--- config.mk ---
export PLATFORM = sky130hd
export DESIGN_NAME = mem_arbiter
export DESIGN_NICKNAME = d
export VERILOG_FILES = /design/src/rtl/mem_arbiter.sv
export SDC_FILE = /design/constraint.sdc
export NUM_CORES = 1
export LEC_CHECK = 0
export CORE_AREA = 4 4 102 104
export DETAILED_ROUTE_END_ITERATION = 12
export DIE_AREA = 0 0 106 108
export PLACE_DENSITY_LB_ADDON = 0.25
export RECOVER_POWER = 25
export SETUP_SLACK_MARGIN = 0.3
export SLEW_MARGIN = 20
export SYNTH_ARGS = -nofsm -noshare
export SYNTH_HDL_FRONTEND = slang
export SYNTH_SLANG_ARGS = --single-unit
export TNS_END_PERCENT = 50
--- constraint.sdc ---
create_clock -name clk -period 3.3 [get_ports clk]
set_clock_uncertainty 0.05 [all_clocks]
set_input_delay 0.495 -clock clk [delete_from_list [all_inputs] [get_ports clk]]
set_output_delay 0.495 -clock clk [all_outputs]
set_load 0.01 [all_outputs]
--- src/rtl/mem_arbiter.sv ---
// Arbitrates a shared memory port between instruction and data caches.
// Data wins ties, but a pending instruction request is served after STARVE data grants.
module mem_arbiter #(
   parameter int STARVE = 4
) (
   input  logic        clk,
   input  logic        clrn,
   input  logic [31:0] i_a,
   input  logic        i_strobe,
   output logic [31:0] i_dout,
   output logic        i_ready,
   input  logic [31:0] d_a,
   input  logic [31:0] d_din,
   input  logic        d_rw,
   input  logic        d_strobe,
   output logic [31:0] d_dout,
   output logic        d_ready,
   output logic [31:0] m_a,
   output logic [31:0] m_din,
   output logic        m_rw,
   output logic        m_strobe,
   input  logic [31:0] m_dout,
   input  logic        m_ready
);

   localparam logic [7:0] STARVE_C = 8'(STARVE);

   typedef enum logic [1:0] {
      IDLE  = 2'd0,
      IBUSY = 2'd1,
      DBUSY = 2'd2
   } state_t;

   state_t     state_q, state_d;
   logic [7:0] starve_cnt_q, starve_cnt_d;

   always_comb begin
      state_d      = state_q;
      starve_cnt_d = starve_cnt_q;
      unique case (state_q)
         IDLE: begin
            if (i_strobe && d_strobe) begin
               state_d = (starve_cnt_q >= STARVE_C) ? IBUSY : DBUSY;
            end else if (i_strobe) begin
               state_d = IBUSY;
            end else if (d_strobe) begin
               state_d = DBUSY;
            end
            // Only data grants that bypass a waiting instruction request count toward starvation.
            if (!i_strobe || state_d == IBUSY) begin
               starve_cnt_d = 8'd0;
            end else if (state_d == DBUSY && starve_cnt_q != 8'hFF) begin
               starve_cnt_d = starve_cnt_q + 8'd1;
            end
         end
         IBUSY, DBUSY: begin
            if (m_ready) begin
               state_d = IDLE;
            end
         end
         default: state_d = IDLE;
      endcase
   end

   always_ff @(posedge clk or negedge clrn) begin
      if (!clrn) begin
         state_q      <= IDLE;
         starve_cnt_q <= 8'd0;
      end else begin
         state_q      <= state_d;
         starve_cnt_q <= starve_cnt_d;
      end
   end

   assign m_strobe = (state_q == IBUSY) || (state_q == DBUSY);
   assign m_a      = (state_q == IBUSY) ? i_a : ((state_q == DBUSY) ? d_a : 32'd0);
   assign m_rw     = (state_q == DBUSY) ? d_rw : 1'b0;
   assign m_din    = d_din;
   assign i_ready  = (state_q == IBUSY) && m_ready;
   assign d_ready  = (state_q == DBUSY) && m_ready;
   assign i_dout   = m_dout;
   assign d_dout   = m_dout;

endmodule

==> results by stage, run 1 <==
Worst setup path:
- The critical path in this run is classified as reg2out.
- For the worst setup path, the data required time is 2.75 ns.
- The logic depth of the worst register-to-register path is 5.
- The launch point of the worst reg-to-reg path is state_q[1].
- Together, buffers and inverters on the worst path number 3.
- Walking the worst path, the cells encountered are inv_1, ha_1, buf_4, nand2_1, o21ai_0, clkdlybuf4s50_1.
- STA classifies the critical path startpoint as a flop.
- The worst setup path is captured at a primary output.
- The maximum fanout along the worst path is 34.
- The kind of cell adding the most delay to the critical path is buffers and inverters.
- The slowest cell on the critical path is sky130_fd_sc_hd__clkdlybuf4s50_1.
- The stage delay of the slowest cell on the critical path is 0.56 ns.
- For flop-to-flop paths, the worst setup slack is 1.64 ns.
- The critical path data arrival time is 2.10 ns.
- The worst register-to-register path ends at starve_cnt_q[0].

Synth:
- The sequential-to-total area share from yosys stat is 14.55%.
- After synthesis the netlist holds a flip-flop and latch count of 10.
- The cell count after synthesis is 257.
- Counting distinct cell types in the post-synthesis netlist gives 25.
- During synthesis, Yosys emitted a total of 0 warnings.
- The number of nets in the synthesized netlist is 396.
- The average footprint of a synthesized cell is 6.694 sq um.
- The post-synthesis cell area is 1720 sq um.

Drt:
- The total length of routed wires is 5894 um.
- The per-cell via count in the routed design is 3.873.
- The remaining routing DRC violations is 0.
- The count of nets left with antenna violations once routing finished came out at 0.
- For this run, the detailed router's first-pass iteration total came to 4.
- In the final routed layout, each cell accounts on average for 14.96 um.
- The total via count after detailed routing is 1526.
- The DRC violation total after the first TritonRoute iteration is 98.

Placement:
- The final weighted congestion in routability-driven placement is 0.7018.
- During placement, the flow inserted port buffers numbering 105.
- The half-perimeter wire length after detailed placement is 4860 um.

Clocking:
- In this run, CTS created clock tree buffers numbering 3.
- The number of hold buffers added after cts is 0.
- The clock drives 10 sinks.
- Counting along the longest clock path gives a buffer depth of 2.
- The post-CTS setup-driven buffer insertion count is 0.
- The root buffer selected by CTS is sky130_fd_sc_hd__clkbuf_8.
- The CTS tree is yes.
- In this run the number of H-tree levels came out at 1.
- The clock insertion delay at the later pin of the skew report is 0.23 ns.
- After clock tree synthesis, the clock-pin slew on the worst setup and hold paths is 0.05 ns.
- Gates resized during post-CTS repair numbered 0.

Cells and area:
- The post-route core utilization is 23.58%.
- The library cell used most frequently in the layout, excluding fill and tap cells, is sky130_fd_sc_hd__clkdlybuf4s50_1.
- Of the cells placed in the final design, the portion with a size suffix greater than 1 is 3.831%.
- The net total in the final layout is 401.
- The library cells used most frequently in the layout, excluding fill and tap cells, are sky130_fd_sc_hd__clkdlybuf4s50_1 (105), sky130_fd_sc_hd__nand2_1 (66), sky130_fd_sc_hd__o21ai_0 (33).
- From synthesis to final layout, the design area changed by 30.91%.
- The number of diodes is 0.

Timing:
- Setup violations remaining at the end of the flow were counted as 0.
- The number of pins exceeding their max-slew limit in the final report is 0.
- The worst relative slew slack is 68.11%.
- The actual transition at the worst max-transition pin is 0.4784 ns.
- The final cycle utilization of the critical path is 80.22%.
- Setup repair after global routing left no endpoint under its margin.
- The highest clock rate is 377.7 MHz.
- The shortest clock period the worst path allows after layout is 2.647 ns.
- Adding up every negative setup slack in the final design gives 0 ns.
- The final number of hold-violating endpoints came to 0.

Die:
- The top-level port count is 266.
- The initial cell density of the core is 18.02%.
- Measured along the x axis, the die boundary spans 106 um.
- The row count is 36.
- The die is 108 um tall.
- The total area inside the core boundary comes to 9549 sq um.
- The full die area is 11450 sq um.

Global route:
- The pin count of the biggest net entering global routing is 44.
- The first global-routing pass estimated 8259 um of wire.
- The via count of the first global-routing pass came to 1479.
- The number of antenna violations at the first check in global routing is 0.
- After global routing the overflow that remains totals 0.
- The global-route total usage across every layer is 9.117%.

Run status:
- The run finished with clean final reports.

Power and ir drop:
- In this run the static leakage power is 0.8200 nW.
- The worst-case IR drop observed on VDD is 0.0002816 V.
- The power per unit of standard cell area is 570.8 nW/um^2.

Min path:
- The endpoint with the worst hold slack is starve_cnt_q[3].
- The worst hold path depth is 1.
- The worst hold path begins at starve_cnt_q[3].
- The class of the tightest hold or removal check is reg2reg.

Run:
- The number of max-cap violations is 0.
==> logic make-up after synthesis <==
| kind of cell | Yosys count | share of synthesized area [%] |
|---|---|---|
| buf+inv | 113 | 45.60 |
| fa+ha+maj | 5 | 3.636 |
| simple gates | 85 | 21.82 |
| compound gates | 44 | 14.40 |
| flops | 10 | 14.55 |
==> area by class of cell <==
cell class,instances,area (sq um)
clock buffer,4,55.05
fill,1098,7297
inverter,5,18.77
multi-input combinational,134,688.2
sequential,10,250.2
tap,133,166.4
timing repair buffer,108,1074
==> synth_stat cells <==
library cell	n	share of area [%]
sky130_fd_sc_hd__dfrtp_1	10	15
sky130_fd_sc_hd__clkbuf_1	12	2.6
sky130_fd_sc_hd__nor4_4	1	1.2
sky130_fd_sc_hd__nor2_1	3	0.65
sky130_fd_sc_hd__a21boi_1	1	0.44
sky130_fd_sc_hd__nor2b_1	4	1.5
sky130_fd_sc_hd__o32ai_1	1	0.51
sky130_fd_sc_hd__and2_1	3	1.1
sky130_fd_sc_hd__o22ai_1	2	0.73
sky130_fd_sc_hd__a2bb2oi_1	2	1.0
sky130_fd_sc_hd__nor3b_1	1	0.44
sky130_fd_sc_hd__a21oi_1	2	0.58
sky130_fd_sc_hd__a22o_1	1	0.51
sky130_fd_sc_hd__o21ai_0	33	9.6
sky130_fd_sc_hd__nand4_1	2	0.73
sky130_fd_sc_hd__nand3_1	2	0.58
sky130_fd_sc_hd__ha_1	5	3.6
sky130_fd_sc_hd__o2bb2ai_1	1	0.51
sky130_fd_sc_hd__nand2_1	66	14
sky130_fd_sc_hd__inv_1	5	1.1
sky130_fd_sc_hd__buf_4	96	42
sky130_fd_sc_hd__or3_1	1	0.36
sky130_fd_sc_hd__nand3_2	1	0.58
sky130_fd_sc_hd__a41oi_1	1	0.51
sky130_fd_sc_hd__nor3_1	1	0.29
==> flip-flops by register name (all words and copies together), names as in the netlist <==
register      flops
starve_cnt_q      8
state_q           2
==> metrics by stage <==
stage	hold slack (ns)	instance area [sq um]	power, W	std cells	setup slack, ns
3_5_place_dp	0.5023	2197	0.001149	390	0.8709
2_1_floorplan	0.1494	1720	0.0007244	257	1.325
5_1_grt	0.5303	2252	0.001402	394	0.4670
6_report	0.5055	2252	0.001285	394	0.6526
3_3_place_gp	0.5059	2197	0.001148	390	0.9040
4_1_cts	0.5152	2252	0.001315	394	0.6060
==> layer usage <==
layer | global-route usage [%] | part of all wire [%] | vias up
li1 | - | - | 736
met4 | 2.683 | 1.8 | 0
met3 | 5.015 | 14 | 14
met1 | 9.837 | 36 | 648
met2 | 15.44 | 48 | 128
met5 | 0 | 0 | -
==> how the worst max path moves through the flow <==
| stage | start | end | slack (ns) | cells after the start |
|---|---|---|---|---|
| CTS | state_q[0] | m_a[14] | 0.61 | 6 |
| global placement | state_q[0] | m_a[13] | 0.90 | 6 |
| floorplan | state_q[0] | m_a[10] | 1.32 | 6 |
| detailed placement | state_q[0] | m_a[13] | 0.87 | 6 |
| finish | state_q[0] | m_a[13] | 0.65 | 6 |
| global route | state_q[0] | m_a[5] | 0.47 | 6 |
==> report_power, final <==
group	internal (W)	leakage, nW	switching, W
logic	0.000498	0.655	0.000472
registers	0.000144	0.137	0.0000180
clock network	0.000105	0.0288	0.0000483
total	0.000747	0.820	0.000538
Power figures use the tool's default switching activity.
==> run 2, diff against run 1 <==
--- a/config.mk
+++ b/config.mk
@@ -5,9 +5,9 @@
 export SDC_FILE = /design/constraint.sdc
 export NUM_CORES = 1
 export LEC_CHECK = 0
-export CORE_AREA = 4 4 102 104
+export CORE_AREA = 4 4 100 102
 export DETAILED_ROUTE_END_ITERATION = 12
-export DIE_AREA = 0 0 106 108
+export DIE_AREA = 0 0 104 106
 export PLACE_DENSITY_LB_ADDON = 0.25
 export RECOVER_POWER = 25
 export SETUP_SLACK_MARGIN = 0.3
==> constraint.sdc (replaced) <==
create_clock -name clk -period 2.7 [get_ports clk]
set_clock_uncertainty 0.05 [all_clocks]
set_input_delay 0.405 -clock clk [delete_from_list [all_inputs] [get_ports clk]]
set_output_delay 0.405 -clock clk [all_outputs]
set_load 0.01 [all_outputs]
==> run 2 against run 1 <==
Effect of this change:
- cell count down 5.1%
- flip-flop and latch count stayed put
- sequential share of layout area shrank 0.27 points
- clock power increased by 24%
- via count rose by 1.1%
- sequential power grew 23%
- non-clock buffer count is 2 higher
- register-to-register slack lost 0.62 ns
- global-route usage up 1.7 points
- hold slack got worse by 0.061 ns
- largest cell class unchanged
- highest routed layer unchanged
==> results by stage, run 2 (synthesized netlist as in run 1, its figures left out) <==
Run status:
- The run finished with clean final reports.

Global route:
- For this run, the total global-route usage over all layers was measured as 10.83%.
- For met1 alone, demand over resource in global routing was 10.63%.
- The number of antenna violations at the first check in global routing was 0.
- The most congested layer reported by global routing is met2.
- The first-pass GRT wire length is 9425 um.
- In the global route stage, met2 resource usage came out at 17.41%.
- Summed over all layers, the global routing overflow is 0.
- The via count of the first global-routing pass is 1604.
- The met3 track utilization from global routing is 8.561%.
- Entering global routing, the biggest net connects 29 pins.

Clocking:
- The buffer depth of the longest clock path is 2.
- Buffers inserted during clock tree synthesis total 3.
- Clock tree synthesis selected as its root buffer the cell sky130_fd_sc_hd__clkbuf_8.
- The clock insertion delay at the later pin of the skew report is 0.24 ns.
- The maximum level of the CTS H-tree is 1.
- The clock-pin slew on the worst setup and hold paths is 0.05 ns.
- The total number of clock tree sinks is 10.
- The CTS tree is yes.

Min path:
- The tightest min-delay check is of the in2async type.

Cells and area:
- The area added between synthesis and finish is 34.18%.
- At the end of the flow, the number of nets in the layout was 403.
- The fraction of layout instances using a drive strength above 1 is 4.943%.
- 0 antenna diodes ended up in the layout.
- The register with the highest flop count is starve_cnt_q.
- The register with the most flip-flops in the layout has 8 of them.
- In the final layout, the registers with the most flip-flops are starve_cnt_q (8), state_q (2).
- The top cell types in the final layout, fill and taps aside, are sky130_fd_sc_hd__clkdlybuf4s50_1 (84), sky130_fd_sc_hd__nand2_1 (66), sky130_fd_sc_hd__o21ai_0 (32).
- Leaving out fill and tap cells, the most frequent cell in the layout is sky130_fd_sc_hd__clkdlybuf4s50_1.

Timing:
- The final cycle utilization of the critical path is 89.62%.
- After routing, the total negative slack on setup checks comes to 0 ns.
- Setup violations remaining at the end of the flow were counted as 0.
- The smallest clock period supported by the final layout is computed as 2.420 ns.
- Setup repair after global routing could not meet its margin everywhere.
- The actual transition at the worst max-transition pin is 0.4909 ns.
- The final number of hold-violating endpoints is 0.
- The worst pin sits at a relative slew slack of 67.17%.
- Static timing analysis puts the maximum clock frequency at 413.3 MHz.
- The number of pins exceeding their max-slew limit in the final report is 0.

Drt:
- The total via count after detailed routing is 1543.
- In the final routed layout, each cell accounts on average for 17.55 um.
- The remaining routing DRC violations is 0.
- After detailed routing, the total wire length is 6562 um.
- The DRC violation total after the first TritonRoute iteration is 38.
- The per-cell via count in the routed design is 4.126.
- The post-detailed-route count of antenna-violating nets is 0.
- The number of iterations in the first detailed-routing pass is 4.

Die:
- In this run the count of I/O pins placed on the die edge is 266.
- In this run the vertical extent of the chip is 106 um.
- The initial cell density of the core is 18.89%.
- The die covers 11020 sq um.
- The core area is 9109 sq um.
- The floorplan has 35 rows.
- The width of the chip is 104 um.

Placement:
- At the end of routability-driven placement, the weighted congestion stood at 0.7285.
- The half-perimeter wire length after detailed placement is 5598 um.
- In this run the tool buffered the top-level ports with 105 buffer cells.

Power and ir drop:
- The analysis attributes to cell leakage a power of 1.049 nW.
- The peak supply drop is 0.0002795 V.
- Power spread over the standard cell area amounts to 697.8 nW/um^2.
- The completed layout was analyzed and its total power is 0.001611 W.

Worst setup path:
- At the worst endpoint, the arrival time is 1.96 ns.
- The critical path data required time is 2.25 ns.
- The worst setup path is captured at a primary output.
- Of all nets on the critical path, the largest fanout is 22.
- The critical path start-end classification is reg2out.
- STA classifies the critical path startpoint as a flop.

Run:
- The tool flagged a number of max-cap violations equal to 0.
run 2: changes by cell type in the layout (fill, tap and decap cells not counted), sizes merged:
| cell | previous run | this run |
|---|---|---|
| buf | 3 | 5 |
| dlymetal6s2s | 0 | 11 |
| clkdlybuf4s50 | 105 | 84 |
| dlygate4sd2 | 0 | 10 |
run 2: cell type report:
class                      instances  area, sq um
clock buffer                       4        55.05
timing repair buffer             110         1145
fill                            1009         6800
sequential                        10        250.2
inverter                           5        18.77
multi-input combinational        134        700.7
tap                              111        138.9
run 2: critical path, cell delays in order, from the launching register on:
cell and delay [ns]:
sky130_fd_sc_hd__dfrtp_1 0.42, sky130_fd_sc_hd__inv_1 0.12, sky130_fd_sc_hd__ha_2 0.22, sky130_fd_sc_hd__buf_12 0.16, sky130_fd_sc_hd__nand2_1 0.06, sky130_fd_sc_hd__o21ai_0 0.15, sky130_fd_sc_hd__clkdlybuf4s50_1 0.58
run 2: metal layers:
metal / share of wire (%) / vias to the layer above
li1: - / 741
met1: 35 / 623
met2: 45 / 165
met5: 0 / -
met3: 18 / 14
met4: 2.3 / 0
run 2: metrics by stage:
step / area, sq um / setup slack, ns / cells / hold WS [ns] / util, %
finish: 2308 / 0.2802 / 374 / 0.4450 / 25.34
global route: 2308 / 0.1708 / 374 / 0.4872 / 25.34
CTS: 2266 / 0.1794 / 374 / 0.4488 / 24.88
detailed placement: 2202 / 0.3877 / 369 / 0.5028 / 24.18
global placement: 2202 / 0.4102 / 369 / 0.4947 / 24.18
floorplan: 1720 / 0.8148 / 257 / 0.05941 / -
run 2: worst paths after layout:
check	depth (start not counted)	slack, ns	startpoint	end
worst max-delay path	6	0.28	state_q[0]	m_a[29]
worst min-delay path	1	0.44	clrn	state_q[1]
max in group asynchronous	1	1.82	clrn	starve_cnt_q[6]
worst max register to register	5	1.02	state_q[1]	starve_cnt_q[2]
worst min register to register	1	0.51	starve_cnt_q[3]	starve_cnt_q[3]
min in group clk	1	0.51	starve_cnt_q[3]	starve_cnt_q[3]
run 2: what timing repair did:
item | 4_1_cts | 5_1_grt
gates resized for setup | 12 | 16
setup buffers | 1 | 0
hold buffers | 0 | 0
endpoints found under the setup margin | 32 | 24
pin swaps | 0 | 0
run 2: power breakdown:
part / switching, W / internal, W
clock: 0.0000614 / 0.000128
sequential: 0.0000237 / 0.000176
combinational: 0.000594 / 0.000627
==> run 3, diff against run 2 <==
--- a/config.mk
+++ b/config.mk
@@ -5,9 +5,10 @@
 export SDC_FILE = /design/constraint.sdc
 export NUM_CORES = 1
 export LEC_CHECK = 0
-export CORE_AREA = 4 4 100 102
+export CORE_AREA = 4 4 102 104
 export DETAILED_ROUTE_END_ITERATION = 12
-export DIE_AREA = 0 0 104 106
+export DIE_AREA = 0 0 106 108
+export DONT_BUFFER_PORTS = 1
 export PLACE_DENSITY_LB_ADDON = 0.25
 export RECOVER_POWER = 25
 export SETUP_SLACK_MARGIN = 0.3
==> run 3 against run 2 <==
Effect of this change:
- critical path depth unchanged
- hold slack got worse by 0.16 ns
- clock-buffer cell count stayed put
- critical path type unchanged
- sequential power is essentially flat
- combinational power is 35% lower
- routed wire length is 21% lower
==> results by stage, run 3 (synthesized netlist as in run 1, its figures left out) <==
Drt:
- The total length of routed wires is 5213 um.
- Once detail routing completed, the nets flagged for antenna violations numbered 0.
- The per-cell routed wire length is 17.49 um.
- After detailed routing, the number of vias per cell comes to 3.966.
- The routed layout has 1182 vias.
- The number of iterations in the first detailed-routing pass is 4.
- The remaining routing DRC violations is 0.
- The DRC violation total after the first TritonRoute iteration is 87.

Clocking:
- The clock insertion delay at the later pin of the skew report is 0.24 ns.
- The number of buffers added by the clock tree synthesis step is 3.
- In this run the number of H-tree levels came out at 1.
- The clock-pin slew on the worst setup and hold paths is 0.05 ns.
- The tree is rooted in a sky130_fd_sc_hd__clkbuf_8.
- The post-CTS setup-driven buffer insertion count is 0.
- Counting every sink on the clock net gives 10.
- The buffer depth of the longest clock path is 2.
- The CTS tree is yes.

Cells and area:
- The number of diodes is 0.
- From synthesis to final layout, the design area changed by -24.80%.
- Summing all flip-flop and latch instances after layout gives 250.2 sq um.
- The register with the highest flop count is starve_cnt_q.
- The register with the most flip-flops in the layout has 8 of them.
- The post-route core utilization is 13.55%.
- The multi-input combinational cells in the finished layout cover a total of 698.2 sq um.
- The largest registers in the layout are starve_cnt_q (8), state_q (2).
- The most common cell after layout, fill and taps aside is sky130_fd_sc_hd__nand2_1.
- In the layout the commonest cells are sky130_fd_sc_hd__nand2_1 (66), sky130_fd_sc_hd__o21ai_0 (33), sky130_fd_sc_hd__buf_4 (10), sky130_fd_sc_hd__dfrtp_1 (10), sky130_fd_sc_hd__inv_1 (5).
- The filler cells instantiated in the layout total 1128.
- The net total in the final layout is 305.
- In the final layout, the share of cells above drive strength 1 is 10.91%.

Die:
- The width of the chip is 106 um.
- The initial utilization of the core area, before any placement, comes to 18.02%.
- From bottom edge to top edge, the die measures 108 um.
- The floorplan has 36 rows.
- The full die area is 11450 sq um.
- The top-level port count is 266.
- In this run the standard cell core region covers 9549 sq um.

Worst setup path:
- The critical path data arrival time is 1.73 ns.
- The slack of the worst reg-to-reg path is 0.97 ns.
- The critical path start-end classification is reg2out.
- The critical path launch point is state_q[0].
- Along the worst path, the maximum fanout reaches 24.
- STA classifies the critical path startpoint as a flop.
- The launch point of the worst reg-to-reg path is state_q[1].
- The logic depth of the worst register-to-register path is 5.
- The kind of end point of the critical path is a primary output.
- The capture point of the worst reg-to-reg path is starve_cnt_q[2].
- The critical path data required time is 2.25 ns.

Power and ir drop:
- The overall power after layout is 0.001181 W.
- Summed over all cells, the static leakage comes to 0.4721 nW.
- Power spread over the standard cell area amounts to 912.6 nW/um^2.
- The peak supply drop is 0.0003719 V.

Timing:
- The final setup violation count is 0.
- The final cycle utilization of the critical path is 81.01%.
- The number of pins exceeding their max-slew limit in the final report came to 0.
- Setup repair after global routing left no endpoint under its margin.
- For this run, the top clock speed supported by timing is 457.2 MHz.
- After layout, the minimum clock period comes to 2.187 ns.
- The worst relative slew slack is 68.48%.
- The actual transition at the worst max-transition pin is 0.4728 ns.
- The final worst setup slack is 0.5127 ns.
- The final number of hold-violating endpoints is 0.
- The sum of negative setup slack is 0 ns.

Global route:
- Global routing consumed, on the met2 layer, 12.75% of the routing resources.
- Summed over all layers, the global routing overflow is 0.
- The number of antenna violations at the first check in global routing came to 0.
- The via count of the first global-routing pass is 1108.
- The global-route total usage across every layer is 7.837%.
- In this run the most used layer during global routing was met2.
- Global routing used 8.330% of the available met1 tracks.
- Global routing used 5.493% of the available met3 tracks.
- The first-pass GRT wire length is 6782 um.
- Entering global routing, the biggest net connects 43 pins.

Min path:
- The endpoint with the worst hold slack is starve_cnt_q[1].
- The worst hold path begins at i_strobe.
- The min-delay analysis places its worst path in the category in2reg.
- The worst hold path passes through 2 cells.

Placement:
- The minimum setup slack after placement is 0.6769 ns.
- The wire-length estimate of the detail-placed layout is 4409 um.
- The final weighted congestion in routability-driven placement is 0.6876.
- In this run the tool buffered the top-level ports with 0 buffer cells.

Run status:
- The run finished with clean final reports.

Run:
- Max-cap violations in this run came to 0.
-- run 3: worst max path at each step --
stage                   end  depth (start not counted)
global route        m_a[17]                          6
floorplan           m_a[10]                          6
CTS                 m_a[26]                          6
finish              m_a[17]                          6
detailed placement  m_a[26]                          6
global placement    m_a[14]                          6
-- run 3: worst max-delay path, cell delays in order (launching register included) --
cell and delay [ns]:
sky130_fd_sc_hd__dfrtp_1 0.43, sky130_fd_sc_hd__inv_1 0.12, sky130_fd_sc_hd__ha_1 0.17, sky130_fd_sc_hd__buf_4 0.26, sky130_fd_sc_hd__nand2_1 0.08, sky130_fd_sc_hd__o21ai_0 0.25
sky130_fd_sc_hd__buf_4 0.18
-- run 3: final cells by class --
type                    instances  share of cell area, %
clock buffers                   4                  4.255
inverters                       5                  1.451
flip-flops and latches         10                  19.34
multi-input cells             134                  53.97
repair buffers                 12                  8.124
well taps                     133                  12.86
-- run 3: repair_timing --
item / 4_1_cts / 5_1_grt
endpoints found under the setup margin: 0 / 4
gates resized for setup: 0 / 1
endpoints found under the hold margin: 10 / 0
hold buffers: 1 / 0
-- run 3: per-layer routing --
layer  share of wire (%)  up-vias
met3                  16       12
met2                  47      135
met4                 2.0        0
met5                   0        -
met1                  34      492
li1                    -      543
-- run 3: power by group --
group          total [W]  internal [W]  switching (W)
Clock           0.000192      0.000129      0.0000636
Combinational   0.000788      0.000256       0.000532
Sequential      0.000201      0.000176      0.0000249
-- run 3: through the flow --
step | hold slack (ns) | cell area, sq um | std cells
6_report | 0.2819 | 1294 | 298
5_1_grt | 0.2732 | 1294 | 298
4_1_cts | 0.2752 | 1284 | 298
3_5_place_dp | 0.05981 | 1219 | 293
3_3_place_gp | 0.05974 | 1219 | 293
2_1_floorplan | 0.05941 | 1720 | 257
